<file path="src/rtl/exu_issue_ctrl.sv">
// Purpose: registered issue stage between decode and exu; holds one operand bundle, stretches multi-cycle ops, supports flush.
// Latency: 1 cycle for single-cycle ops, MC_LAT cycles for multi-cycle ops, from accept to o_post_valid.
// Backpressure: o_pre_ready follows i_post_ready when FULL (no bubble), is 0 while WAIT, and is forced to 0 by i_flush.
module exu_issue_ctrl #(
  parameter int DATA_W = 160,
  parameter int MC_LAT = 4
) (
  input  logic              i_clk,
  input  logic              i_rst,
  input  logic              i_pre_valid,
  output logic              o_pre_ready,
  input  logic [DATA_W-1:0] i_data,
  input  logic              i_multi,
  input  logic              i_flush,
  output logic              o_post_valid,
  input  logic              i_post_ready,
  output logic [DATA_W-1:0] o_data,
  output logic              o_busy,
  output logic [31:0]       o_issue_cnt,
  output logic [31:0]       o_stall_cnt
);

  localparam int CNT_W = $clog2(MC_LAT + 1);
  localparam logic [CNT_W-1:0] CNT_INIT = CNT_W'(MC_LAT - 1);
  localparam logic [CNT_W-1:0] CNT_ONE  = CNT_W'(1);
  // With MC_LAT==1 a multi-cycle op has nothing to wait for, so it takes the single-cycle path.
  localparam bit MC_EN = (MC_LAT > 1);

  typedef enum logic [1:0] {
    ST_EMPTY,
    ST_WAIT,
    ST_FULL
  } state_t;

  state_t           state;
  logic [CNT_W-1:0] cnt;
  logic             pre_hs;
  logic             post_hs;
  logic             load_multi;

  // Accept whenever the stage is empty or the held bundle leaves this cycle; flush blocks any capture.
  assign o_pre_ready = !i_flush &&
                       ((state == ST_EMPTY) || ((state == ST_FULL) && i_post_ready));
  assign pre_hs      = i_pre_valid && o_pre_ready;
  assign post_hs     = o_post_valid && i_post_ready;
  assign load_multi  = i_multi && MC_EN;

  // Sequencing FSM: state, wait counter, held bundle and registered valid/busy flags.
  always_ff @(posedge i_clk or posedge i_rst) begin
    if (i_rst) begin
      state        <= ST_EMPTY;
      cnt          <= '0;
      o_data       <= '0;
      o_post_valid <= 1'b0;
      o_busy       <= 1'b0;
    end else if (i_flush) begin
      // Bundle is dropped but o_data keeps its last value.
      state        <= ST_EMPTY;
      cnt          <= '0;
      o_post_valid <= 1'b0;
      o_busy       <= 1'b0;
    end else begin
      case (state)
        ST_EMPTY: begin
          if (pre_hs) begin
            o_data <= i_data;
            if (load_multi) begin
              state  <= ST_WAIT;
              cnt    <= CNT_INIT;
              o_busy <= 1'b1;
            end else begin
              state        <= ST_FULL;
              o_post_valid <= 1'b1;
            end
          end
        end
        ST_WAIT: begin
          cnt <= cnt - CNT_ONE;
          if (cnt == CNT_ONE) begin
            state        <= ST_FULL;
            o_busy       <= 1'b0;
            o_post_valid <= 1'b1;
          end
        end
        ST_FULL: begin
          if (post_hs) begin
            if (pre_hs) begin
              // Swap in the next bundle in the same cycle the current one leaves.
              o_data <= i_data;
              if (load_multi) begin
                state        <= ST_WAIT;
                cnt          <= CNT_INIT;
                o_busy       <= 1'b1;
                o_post_valid <= 1'b0;
              end else begin
                state        <= ST_FULL;
                o_post_valid <= 1'b1;
              end
            end else begin
              state        <= ST_EMPTY;
              o_post_valid <= 1'b0;
            end
          end
        end
        default: begin
          state        <= ST_EMPTY;
          cnt          <= '0;
          o_post_valid <= 1'b0;
          o_busy       <= 1'b0;
        end
      endcase
    end
  end

  // Performance counters; a handshake in a flush cycle still counts as an issue.
  always_ff @(posedge i_clk or posedge i_rst) begin
    if (i_rst) begin
      o_issue_cnt <= '0;
      o_stall_cnt <= '0;
    end else begin
      if (post_hs) o_issue_cnt <= o_issue_cnt + 32'd1;
      if (o_post_valid && !i_post_ready) o_stall_cnt <= o_stall_cnt + 32'd1;
    end
  end

endmodule

</file>
<file path="config.mk">
export PLATFORM = sky130hd
export DESIGN_NAME = exu_issue_ctrl
export DESIGN_NICKNAME = d
export VERILOG_FILES = /design/src/rtl/exu_issue_ctrl.sv
export SDC_FILE = /design/constraint.sdc
export NUM_CORES = 1
export LEC_CHECK = 0
export ABC_CLOCK_PERIOD_IN_PS = 6900
export BUFFER_PORTS_ARGS = -buffer_cell sky130_fd_sc_hd__buf_2
export CORE_ASPECT_RATIO = 1.75
export CORE_UTILIZATION = 40
export CTS_CLUSTER_DIAMETER = 200
export DETAILED_ROUTE_END_ITERATION = 10
export PLACE_DENSITY = 0.71
export SKIP_CTS_REPAIR_TIMING = 1
export SLEW_MARGIN = 20
export SYNTH_ARGS = -nofsm -noshare
export SYNTH_HDL_FRONTEND = slang
export SYNTH_SLANG_ARGS = --single-unit
</file>
<file path="constraint.sdc">
create_clock -name i_clk -period 6.9 [get_ports i_clk]
set_clock_uncertainty 0.05 [all_clocks]
set_input_delay 0.345 -clock i_clk [delete_from_list [all_inputs] [get_ports i_clk]]
set_output_delay 0.345 -clock i_clk [all_outputs]
set_load 0.01 [all_outputs]
</file>
# Word level (Yosys, flattened, before mapping)

Index checks and enable logic that the tools add are counted.

Eq/ne operators: 8
$add $sub $neg: 3
Multiplexer cells: 29
Bitwise gates (word level): 1
Reduce and logical (&&, ||, !) cells: 14

Operators with widths:

| operator                                                              | number |
|---|---|
| 160-bit two-way mux                                                   | 2 |
| 160-bit case mux with 2 select lines                                  | 1 |
| 32-bit by 1-bit adder with 32-bit output, second input constant       | 2 |
| 1-bit two-way mux                                                     | 12 |
| 2-bit two-way mux                                                     | 6 |
| 3-bit two-way mux                                                     | 4 |
| 3-bit != test, second input constant                                  | 4 |
| 3-bit case mux with 3 select lines                                    | 1 |
| 1-bit case mux with 3 select lines                                    | 2 |
| 2-bit case mux with 3 select lines                                    | 1 |
| 3-bit AND reduction                                                   | 2 |
| 1-bit logical AND                                                     | 5 |
| 4-bit AND reduction                                                   | 1 |
| 3-bit by 1-bit equality test with 1-bit output, second input constant | 1 |
| 3-bit by 1-bit subtractor with 3-bit output, second input constant    | 1 |
| 2-bit by 1-bit equality test with 1-bit output, second input constant | 1 |
| 2-bit equality test, second input constant                            | 1 |
| 1-bit zero test                                                       | 2 |
| 2-bit zero test                                                       | 1 |
| 2-bit != test, second input constant                                  | 1 |
| 2-bit AND reduction                                                   | 1 |
| 2-bit nonzero test                                                    | 1 |
| 1-bit logical OR                                                      | 1 |
| 1-bit NOT                                                             | 1 |

Register bits: 231
Bits of input ports: 166

# Longest topological paths before layout

Gate-level depths: netlist of the first run.

Word-level depth: 9
Depth in mapped cells: 6

# Worst setup path before layout of the first run

OpenSTA, ideal clock, no wires.

Path type: reg2reg
From: register o_stall_cnt[0]
To: register o_stall_cnt[14]
Stages on the path, launching flop included: 6
Setup slack: 5,255 ps
Buffers on the path: 0
Arrival time: 1,470 ps
Clock period less this slack: 1,645 ps
Setup time: 125 ps
Cells stage by stage: dfrtp_1 ha_1 nand3b_1 nor4_2 nand4_1 xnor2_1

Longest elaborated chain between the ends: 1

RTL lines:

| element                                  | line | text |
|---|---|---|
| from (decl)                              | 20   | `output logic [31:0] o_stall_cnt` |
| from (signal assigned)                   | 122  | `if (o_post_valid && !i_post_ready) o_stall_cnt <= o_stall_cnt + 32'd1;` |
| 32-bit by 1-bit adder with 32-bit output | 122  |  |

No other way between the ends.
A chain may end at the register's enable or synchronous reset.

# Worst setup path after layout of the first run

From: register state[1]
To: register o_data[45]

Longest elaborated chain between the ends: 8
Elaborated cells between the ends (all ways): 12

RTL lines:

| element                              | line   | text |
|---|---|---|
| from (decl)                          | 35     | `state_t state;` |
| from (signal assigned)               | 51     | `state <= ST_EMPTY;` |
| from (signal assigned)               | 58     | `state <= ST_EMPTY;` |
| from (signal assigned)               | 68     | `state <= ST_WAIT;` |
| 2-bit equality test                  | 43, 63 |  |
| 1-bit logical AND                    | 43     | `((state == ST_EMPTY) \|\| ((state == ST_FULL) && i_post_ready));` |
| 1-bit logical OR                     | 43     |  |
| 1-bit logical AND                    | 42     | `assign o_pre_ready = !i_flush &&` |
| 1-bit logical AND                    | 44     | `assign pre_hs = i_pre_valid && o_pre_ready;` |
| 160-bit two-way mux (2 in series)    | n/a    |  |
| 160-bit case mux with 2 select lines | 63     | `case (state)` |
| to (signal assigned)                 | 66     | `o_data <= i_data;` |
| to (signal assigned)                 | 89     | `o_data <= i_data;` |
| to (decl)                            | 17     | `output logic [DATA_W-1:0] o_data,` |

Parallel ways exist; a longest one is shown, timed or not. The select of a mux whose other input is x is not followed.

==> results of run 1 <==
-- layer usage --
layer | up-vias | wire (microns)
met5 | - | 0
met4 | 0 | 561
met3 | 39 | 1940
met2 | 270 | 12500
met1 | 3234 | 8410
li1 | 3044 | -
-- final cells by class --
type / count / area, sq um / area share [%]
flip-flops and latches: 231 / 5780 / 46.8
multi-input cells: 368 / 3300 / 26.7
repair buffers: 409 / 2120 / 17.2
clock buffers: 29 / 628 / 5.09
well taps: 300 / 375 / 3.04
clock inverters: 11 / 93.8 / 0.760
inverters: 8 / 37.5 / 0.304
diodes: 4 / 10.0 / 0.0811
-- cells by family (layout without fill, tap and decap cells) --
group | count (synthesis) | after routing
flops | 231 | 231
mux | 162 | 162
simple gates | 128 | 128
xor+xnor | 63 | 63
buf+inv | 32 | 457
compound gates | 11 | 11
fa+ha+maj | 4 | 4
other cells | 0 | 4
-- flip-flops by register name, summed over array words and instances, names as in the netlist --
register,cells
o_data,160
o_issue_cnt,32
o_stall_cnt,32
cnt,3
state,2
o_busy,1
o_post_valid,1
-- worst min path at each step --
stage | slack (ps) | end | cells after the start | from
4_1_cts | -90 | o_stall_cnt[12] | 2 | i_rst
2_1_floorplan | 430 | o_data[0] | 1 | i_data[0]
3_5_place_dp | 410 | o_stall_cnt[31] | 1 | o_stall_cnt[31]
3_3_place_gp | 410 | o_stall_cnt[31] | 1 | o_stall_cnt[31]
6_report | 10 | o_data[155] | 2 | i_data[155]
5_1_grt | 1 | o_data[155] | 2 | i_data[155]
-- cells in the final DEF (no fill, tap or decap), types with 4 or more instances in the layout --
master and count:
nor2_1 11, and2_1 5, clkinvlp_4 4, clkbuf_16 23, xor2_1 12, diode_2 4, nand3_1 20, dlygate4sd3_1 13
dfrtp_1 231, nand2_1 17, buf_4 4, and4_1 5, mux2_2 145, and3_1 14, inv_1 7, mux2_1 17
ha_1 4, nand4_1 29, buf_2 392, xnor2_1 51, clkinv_2 5
-- report_power, final --
group | internal, uW | switching, uW | total [uW] | leakage (uW)
logic | 450 | 440 | 890 | 0.00294
registers | 1630 | 162 | 1790 | 0.00285
clock network | 683 | 516 | 1200 | 0.000347
total | 2760 | 1120 | 3880 | 0.00614
-- Yosys cell counts (all sizes together), types with 3 or more instances --
library cell,instances,area share [%]
buf,23,2.0
nor4,6,0.70
nor3,4,0.22
nand3,23,1.5
nand4,30,2.2
mux2,162,20
and4,5,0.47
nor2,14,0.65
ha,4,0.54
xnor2,51,4.8
inv,8,0.32
xor2,12,1.1
nor2b,3,0.20
and2,5,0.34
dfrtp,231,62
and3,14,0.94
nand2,17,0.69
-- worst max-delay path: cells and delay by family, from the launching register on --
kind | cells | cell delay, ps
buffers and inverters | 1 | 820
flip-flops | 1 | 440
multiplexers | 1 | 430
AND/OR/NAND/NOR | 1 | 380
AO/OA/AOI/OAI | 1 | 280
-- metrics by stage --
step | instances | cell area, sq um
4_1_cts | 1343 | 12200
2_1_floorplan | 631 | 9290
5_1_grt | 1360 | 12300
3_5_place_dp | 1303 | 11500
6_report | 1360 | 12300
3_3_place_gp | 1303 | 11500
==> run summary, run 1 <==
status: finished clean
Leak: 0.00614 uW
final WL: 23500 microns
Setup Crit Path Kind: reg -> reg
largest net degree at the start of global routing: 93
largest family of logic cells by synthesized area: multiplexers
Area Growth Syn to Fin: 32.9%
Die Span Y: 204 microns
Critical R2R Capture: o_data[45]
area share of xor/xnor cells in the synthesized design: 5.94%
Synth Flop Type: dfrtp_1
DRC Markers: 0
vias in the first global route: 6435
DIE WIDTH: 117 microns
first-pass GRT wire length: 34100 microns
overall routing resource usage: 18.5%
nature of the critical path endpoint: register
CTS Buffer Depth: 3
CP max stage delay: 820 ps
Hold WS: 12.6 ps
Initial Utilization: 40.9%
syn_nets: 801
register area share after synthesis: 62.2%
total power: 3880 uW
Avg Vias per Cell: 4.84
critical path launch point: state[1]
layout cells sized above 1: 56.2%
crit-path cells: a21bo_2 > nand3_4 > buf_4 > mux2_2
Yosys reg bits: 231
CP required: 7230 ps
Top Usage Layer GRT: met2
PwrDens: 314 nW/um^2
Slew HR: 30.3%
Max Freq: 377 MHz
Starting DRT DRC Count: 208
WL per Instance: 17.2 microns
maximum VDD drop: 0.251 mV
Compound-Gate Fraction of Synth Area: 0.848%
post-layout net count: 1210
Core Util, Final: 54.3%
Warnings, synthesis: 0
clock root buffer: clkbuf_16
final hold viol count: 0
global route overflow: 0
Slew Limit Fails: 0
Num CTS Buffers: 22
CTS tree: built
Syn Inst Count: 631
number of library cell types mapped by synthesis: 42
ys async rst share: 100%
CP startpoint kind: register
IO Count: 393
via count: 6587
simple-gate share of the synthesized area: 8.44%
Period minus WS final: 2650 ps
setup TNS: 0 ps
Place WS: 4230 ps
max_cap viols: 0
Die Footprint: 23900 sq um
CTS sink cnt: 231
syn avg cell area: 14.7 sq um
number of synthesized flops with an enable pin: 0
maximum fanout along the worst path: 82
Post-DRT Antenna Nets: 0
crit share post-route: 38.4%
met3 Usage GRT: 4.99%
Final setup viols: 0
H-tree levels: 1
Worst path slowest cell: buf_4
Worst EP arrival: 2980 ps
Reg clk slew, reported paths: 60 ps
CP Capture Point: o_data[45]
Hold Path Class: in -> reg
worst flop-to-flop path startpoint: state[1]
RSZ-0062 raised after global routing: no
antenna violations before repair: 4
Port Buffers: 392
final worst setup slack: 4250 ps
Worst R2R Path Depth: 4
router iterations before antenna repair: 4
adder-cell share of the synthesized area: 0.539%
worst-margin pin slew: 1050 ps
Layout fillers: 1946
core area: 22700 sq um
Clock Latency Late Sink: 500 ps
Synth Cell Area: 9290 sq um
HPWL Detailed: 17100 microns
Row Count: 73
mux cell area share after synthesis: 19.6%
GRT met2 Usage: 33.4%
GP Congestion: 0.773
M1 GR Usage: 19.7%
Reg2Reg Setup Slack: 4250 ps
(Power assumes the default switching activity.)
==> run 2: changes to the inputs <==
--- a/config.mk
+++ b/config.mk
@@ -5,13 +5,14 @@
 export SDC_FILE = /design/constraint.sdc
 export NUM_CORES = 1
 export LEC_CHECK = 0
-export ABC_CLOCK_PERIOD_IN_PS = 6900
+export ABC_AREA = 1
+export ABC_CLOCK_PERIOD_IN_PS = 2750
 export BUFFER_PORTS_ARGS = -buffer_cell sky130_fd_sc_hd__buf_2
 export CORE_ASPECT_RATIO = 1.75
 export CORE_UTILIZATION = 40
 export CTS_CLUSTER_DIAMETER = 200
 export DETAILED_ROUTE_END_ITERATION = 10
-export PLACE_DENSITY = 0.71
+export PLACE_DENSITY = 0.68
 export SKIP_CTS_REPAIR_TIMING = 1
 export SLEW_MARGIN = 20
 export SYNTH_ARGS = -nofsm -noshare
==> constraint.sdc (replaced) <==
create_clock -name i_clk -period 2.75 [get_ports i_clk]
set_clock_uncertainty 0.05 [all_clocks]
set_input_delay 0.1375 -clock i_clk [delete_from_list [all_inputs] [get_ports i_clk]]
set_output_delay 0.1375 -clock i_clk [all_outputs]
set_load 0.01 [all_outputs]
==> run 2 against run 1 <==
  * Largest power group unchanged
  * Total power grew to 3.5 times the previous value
  * Combinational power grew to 5.4 times the previous value
  * Critical path depth grew 2
  * Critical endpoint is now o_data[64]
  * Final cell count grew 54%
  * Fmax grew 27%
  * Highest routed layer unchanged
==> run summary, run 2 <==
Hold Path Stages: 4 (+2)
PwrDens: 908 nW/um^2 (+190%)
final hold viol count: 0 (unchanged)
clock root buffer: clkbuf_16
Hold Path Class: in -> reg
Critical R2R Capture: o_data[64]
Num CTS Buffers: 23 (+4.5%)
CP top delay family: buffers and inverters
Reg clk slew, reported paths: 60 ps (about the same)
Die Span Y: 213 microns (+4.7%)
commonest non-fill, non-tap cell in the layout: nand2_1
Slew HR: 44.5% (+14 points)
vias in the first global route: 9295 (+44%)
Warnings, synthesis: 0 (unchanged)
synth cell count leaders: 498 x nand2_1, 231 x dfrtp_1, 154 x o21ai_0, 74 x nor2_1, 71 x inv_1
Syn Inst Count: 1223 (+94%)
Slew Limit Fails: 0 (unchanged)
Leak: 0.00795 uW (+29%)
Worst R2R Path Depth: 6 (+2)
CTS sink cnt: 231 (unchanged)
global route overflow: 0 (unchanged)
Final setup viols: 0 (unchanged)
post-synth top area cell: dfrtp_1
Avg Vias per Cell: 4.99 (+3.1%)
WL per Instance: 16.2 microns (-6.2%)
syn_nets: 1393 (+74%)
max_cap viols: 0 (unchanged)
register area share after synthesis: 56.7% (-5.5 points)
CP required: 3150 ps (-4080 ps)
layout cells sized above 1: 25.7% (-30 points)
number of synthesized flops with an enable pin: 0 (unchanged)
Area Growth Syn to Fin: 46.7%
Die Footprint: 26100 sq um (+9.5%)
Setup Crit Path Kind: reg -> reg
Starting DRT DRC Count: 627 (+200%)
H-tree levels: 1 (unchanged)
Hold WS: 7.75 ps (-4.84 ps)
router iterations before antenna repair: 5 (+1)
syn avg cell area: 8.33 sq um (-43%)
CTS tree: built
RSZ-0062 raised after global routing: no
Non-Filler Instances: 2097 (+54%)
max reg flops: 160 (unchanged)
worst flop-to-flop path startpoint: o_post_valid
Synth Cell Area: 10200 sq um (+9.7%)
nature of the critical path endpoint: register
Post-DRT Antenna Nets: 0 (unchanged)
maximum VDD drop: 0.664 mV (+160%)
DRC Markers: 0 (unchanged)
post-layout net count: 1938 (+60%)
final WL: 33900 microns (+45%)
Hold Path Origin: i_pre_valid
Port Buffers: 392 (unchanged)
Reg2Reg Setup Slack: 670 ps (-3580 ps)
most frequent cells in the layout: 498 x nand2_1, 392 x buf_2, 231 x dfrtp_1, 164 x dlygate4sd3_1, 154 x o21ai_0
Clock Latency Late Sink: 520 ps (+20 ps)
via count: 10500 (+59%)
Synth Flop Type: dfrtp_1
maximum fanout along the worst path: 161 (+96%)
crit share post-route: 75.7% (+37 points)
crit-path cells: nand2_2 > inv_2 > nor2_4 > buf_12 > o21ai_0 > nand2_1
Max Freq: 481 MHz (+27%)
Period minus WS final: 2080 ps (-571 ps)
status: finished clean
Row Count: 76 (+4.1%)
Biggest register: o_data
top-count cell post-synth: nand2_1
largest net degree at the start of global routing: 164 (+76%)
Worst EP arrival: 2480 ps (-500 ps)
IO Count: 393 (unchanged)
ranking of synthesized cells by area: dfrtp_1 57%, nand2_1 18%, o21ai_0 7.6%, nor2_1 2.7%, inv_1 2.6%
top-area cell type share of the netlist area: 56.7% (-5.5 points)
core area: 24800 sq um (+9.1%)
Yosys reg bits: 231 (unchanged)
CTS Buffer Depth: 3 (unchanged)
DIE WIDTH: 123 microns (+4.6%)
Top Registers: o_data x160, o_issue_cnt x32, o_stall_cnt x32
setup TNS: 0 ps (unchanged)
buffers and inverters on the worst path: 2 (+1)
Initial Utilization: 41.1% (+0.20 points)
ys async rst share: 100% (unchanged)
Placed Cells: 1891 (+45%)
antenna violations before repair: 1 (-3)
CP startpoint kind: register
first-pass GRT wire length: 46700 microns (+37%)
Crit path depth: 6 (+2)
number of library cell types mapped by synthesis: 29 (-31%)
overall routing resource usage: 22.9% (+4.4 points)
worst-margin pin slew: 833 ps (-213 ps)
GP Congestion: 0.902 (+17%)
Hold Path End: o_post_valid
HPWL Detailed: 21700 microns (+27%)
CP max stage delay: 410 ps (-410 ps)
Worst path slowest cell: dfrtp_1
==> run 2: cell count changes after synthesis, moves of 11 or more <==
cell	delta
clkbuf_1	+28
and3_1	-14
o21ai_1	+12
buf_4	+11
xnor2_1	-37
mux2_2	-145
nand3_1	+12
nand2_1	+481
nand3b_1	+13
inv_1	+63
nor2_1	+63
mux2_1	-17
o21ai_0	+152
==> run 2: through the flow <==
step                utilization (%)  setup WS (ps)  instance area [sq um]  total power [uW]
floorplan                         -           -459                  10200              7730
global placement               50.4            703                  12500              9820
detailed placement             50.4            685                  12500              9930
CTS                            53.6            670                  13300             13400
global route                   60.2            511                  14900             14400
finish                         60.2            669                  14900             13600
==> run 2: final cells by class <==
| cell class | instances | area (sq um) |
|---|---|---|
| tap | 312 | 390 |
| clock buffer | 29 | 638 |
| timing repair buffer | 574 | 3810 |
| antenna | 1 | 2.50 |
| clock inverter | 12 | 166 |
| inverter | 73 | 278 |
| sequential | 231 | 5780 |
| fill | 2027 | 9870 |
| multi-input combinational | 865 | 3880 |
==> run 2: cells by family after synthesis <==
| family | synth area share (%) |
|---|---|
| AO/OA/AOI/OAI | 8.63 |
| XOR/XNOR | 3.01 |
| adder cells (fa/ha/maj) | 0.491 |
| buffers and inverters | 5.34 |
| flip-flops | 56.7 |
| AND/OR/NAND/NOR | 25.8 |
==> run 2: worst max path at each step <==
| stage | start | to | slack, ps |
|---|---|---|---|
| 2_1_floorplan | i_rst | cnt[0] | -460 |
| 4_1_cts | o_post_valid | o_post_valid | 670 |
| 3_5_place_dp | o_post_valid | o_post_valid | 680 |
| 3_3_place_gp | o_post_valid | o_post_valid | 700 |
| 6_report | o_post_valid | o_data[64] | 670 |
| 5_1_grt | o_post_valid | o_data[71] | 510 |
==> run 2: layer usage <==
| layer | wire [microns] | track usage, % |
|---|---|---|
| met5 | 0 | 0 |
| met4 | 1690 | 9.92 |
| met3 | 2460 | 6.12 |
| met2 | 17900 | 41.6 |
| met1 | 11900 | 24.3 |
==> run 2: power by group <==
part           leakage [uW]  internal, uW  switching [uW]  total (uW)
registers           0.00291          4700             735        5440
logic               0.00464          1770            2990        4770
clock network      0.000399          2020            1340        3360
==> run 2: worst reg2reg max path, stage by stage, from the launching register on <==
cell	delay, ps
dfrtp_1	410
nand2_2	190
inv_2	150
nor2_4	160
buf_12	350
o21ai_0	560
nand2_1	140
==> run 3: changes to the inputs <==
--- a/config.mk
+++ b/config.mk
@@ -5,14 +5,14 @@
 export SDC_FILE = /design/constraint.sdc
 export NUM_CORES = 1
 export LEC_CHECK = 0
-export ABC_AREA = 1
-export ABC_CLOCK_PERIOD_IN_PS = 2750
+export ABC_AREA = 0
+export ABC_CLOCK_PERIOD_IN_PS = 2070
 export BUFFER_PORTS_ARGS = -buffer_cell sky130_fd_sc_hd__buf_2
 export CORE_ASPECT_RATIO = 1.75
 export CORE_UTILIZATION = 40
 export CTS_CLUSTER_DIAMETER = 200
 export DETAILED_ROUTE_END_ITERATION = 10
-export PLACE_DENSITY = 0.68
+export PLACE_DENSITY = 0.69
 export SKIP_CTS_REPAIR_TIMING = 1
 export SLEW_MARGIN = 20
 export SYNTH_ARGS = -nofsm -noshare
==> constraint.sdc (replaced) <==
create_clock -name i_clk -period 2.07 [get_ports i_clk]
set_clock_uncertainty 0.05 [all_clocks]
set_input_delay 0.1035 -clock i_clk [delete_from_list [all_inputs] [get_ports i_clk]]
set_output_delay 0.1035 -clock i_clk [all_outputs]
set_load 0.01 [all_outputs]
==> run 3 against run 2 <==
  * The run now ends with negative hold slack left
  * Sequential power up 10%
  * Register-to-register slack lost 460 ps
  * Hold slack worse by 15 ps
  * Worst setup slack got worse by 460 ps
  * Count of clock-buffer cells in the layout is 1 higher
  * Global-route usage down 4.2 points
  * Cell area is 5.4% lower
  * Via count down 29%
  * Sequential cell count did not move
==> run summary, run 3 (synthesis gave the netlist of run 1 again) <==
CP required: 2410 ps (-740 ps)
largest net degree at the start of global routing: 92 (-44%)
Biggest register: o_data
core area: 22700 sq um (-8.4%)
maximum fanout along the worst path: 33 (-80%)
final hold viol count: 1 (+1)
Reg clk slew, reported paths: 70 ps (about the same)
CTS sink cnt: 231 (unchanged)
worst-margin pin slew: 500 ps (-333 ps)
Worst EP arrival: 2190 ps (-290 ps)
CP max stage delay: 450 ps (+40 ps)
Max Freq: 538 MHz (+12%)
WL per Instance: 17.4 microns (+7.8%)
Clock Latency Late Sink: 510 ps (about the same)
via count: 7464 (-29%)
clock root buffer: clkbuf_16
status: complete, but fails checks
Final setup viols: 0 (unchanged)
Avg Vias per Cell: 4.89 (-2.1%)
Starting DRT DRC Count: 247 (-61%)
crit share post-route: 89.8% (+14 points)
Area Growth Syn to Fin: 52.2%
failing checks: negative hold slack
vias in the first global route: 6722 (-28%)
overall routing resource usage: 18.7% (-4.2 points)
Num CTS Buffers: 22 (-4.3%)
clock group share of total power: 31.2% (+6.4 points)
Top Registers: o_data x160, o_issue_cnt x32, o_stall_cnt x32
Die Span Y: 204 microns (-4.5%)
Worst path slowest cell: dfrtp_1
post-layout net count: 1381 (-29%)
CP startpoint kind: register
HPWL Detailed: 17300 microns (-20%)
Hold Path Stages: 3 (-1)
max reg flops: 160 (unchanged)
crit-path cells: a21bo_2 > nand3_4 > buf_12 > buf_4 > mux2_2
total power: 13600 uW (+0.44%)
Port Buffers: 392 (unchanged)
switching fraction of total power: 28.6% (-8.7 points)
Initial Utilization: 40.9% (-0.20 points)
Period minus WS final: 1860 ps (-222 ps)
Die Footprint: 23900 sq um (-8.7%)
Setup Crit Path Kind: reg -> reg
antenna violations before repair: 0 (-1)
IO Count: 393 (unchanged)
most frequent cells in the layout: 392 x buf_2, 231 x dfrtp_1, 163 x dlygate4sd3_1, 145 x mux2_2, 51 x xnor2_1
GRT met2 Usage: 33.8% (-7.8 points)
Hold WS: -7.64 ps (-15.4 ps)
Row Count: 73 (-3.9%)
CTS tree: built
max_cap viols: 0 (unchanged)
Slew HR: 66.3% (+22 points)
final WL: 26600 microns (-22%)
sequential share of power: 44.0% (+3.9 points)
Hold Path Class: in -> reg
RSZ-0062 raised after global routing: no
Worst R2R Path Depth: 5 (-1)
M1 GR Usage: 19.9% (-4.4 points)
maximum VDD drop: 0.791 mV (+19%)
combinational share of power: 24.8% (-10 points)
Slew Limit Fails: 0 (unchanged)
DRC Markers: 0 (unchanged)
nature of the critical path endpoint: register
router iterations before antenna repair: 4 (-1)
Core Util, Final: 62.2% (+1.9 points)
layout cells sized above 1: 49.8% (+24 points)
Int Power: 9730 uW (+14%)
first-pass GRT wire length: 34500 microns (-26%)
CTS Buffer Depth: 3 (unchanged)
Top Usage Layer GRT: met2
GP Congestion: 0.816 (-9.6%)
PwrDens: 964 nW/um^2 (+6.2%)
global route overflow: 0 (unchanged)
Post-DRT Antenna Nets: 0 (unchanged)
met3 Usage GRT: 4.43% (-1.7 points)
Leak: 0.00693 uW (-13%)
P_sw: 3900 uW (-23%)
commonest non-fill, non-tap cell in the layout: buf_2
DIE WIDTH: 117 microns (-4.4%)
H-tree levels: 1 (unchanged)
## run 3: cell types whose count changed in the layout (fill, tap and decap cells not counted), moves of 14 or more
cell / before / now
mux2_2: 0 / 145
and3_1: 0 / 14
xnor2_1: 14 / 51
nand2_1: 498 / 17
o21ai_0: 154 / 2
mux2_1: 0 / 17
inv_1: 70 / 7
nor2_1: 74 / 11
## run 3: critical path, delay by kind of cell, from the launching register on
kind	cells	cell delay, ps
flops	1	450
buf+inv	2	430
mux	1	360
compound gates	1	280
simple gates	1	110
## run 3: metal layers
| layer | part of all wire [%] | up-vias |
|---|---|---|
| li1 | - | 3389 |
| met1 | 35 | 3672 |
| met2 | 53 | 329 |
| met3 | 7.3 | 74 |
| met4 | 4.1 | 0 |
| met5 | 0 | - |
## run 3: final cells by class
class	count	area [sq um]
Sequential cell	231	5780
Multi-Input combinational cell	368	3300
Tap cell	300	375
Antenna cell	1	2.50
Timing Repair Buffer	580	3890
Clock buffer	30	632
Inverter	8	33.8
Clock inverter	9	125
Fill cell	1638	8600
## run 3: power by group through the flow
stage | clock [uW] | sequential (uW) | combinational (uW)
after floorplan | 0 | 6460 | 1130
after global placement | 0 | 5980 | 3040
after detailed placement | 0 | 6030 | 3090
after CTS | 4350 | 5950 | 3100
after global routing | 4540 | 6110 | 3630
final | 4250 | 6000 | 3380
## run 3: final timing paths
check / from / end / slack (ps)
min: i_post_ready / o_stall_cnt[0] / -8
max: o_post_valid / o_data[146] / 210
min in group asynchronous: i_rst / o_data[27] / 190
max in group asynchronous: i_rst / o_data[110] / 1270
max reg2reg: o_post_valid / o_data[146] / 210
min reg2reg: o_stall_cnt[31] / o_stall_cnt[31] / 430
## run 3: metrics by stage
step,area [sq um],TNS [ps],cells,setup WS (ps)
floorplan,9300,-255360,631,-1110
global placement,11700,0,1324,280
detailed placement,11700,0,1324,271
CTS,12500,0,1363,247
global route,14100,0,1526,173
finish,14100,0,1527,211
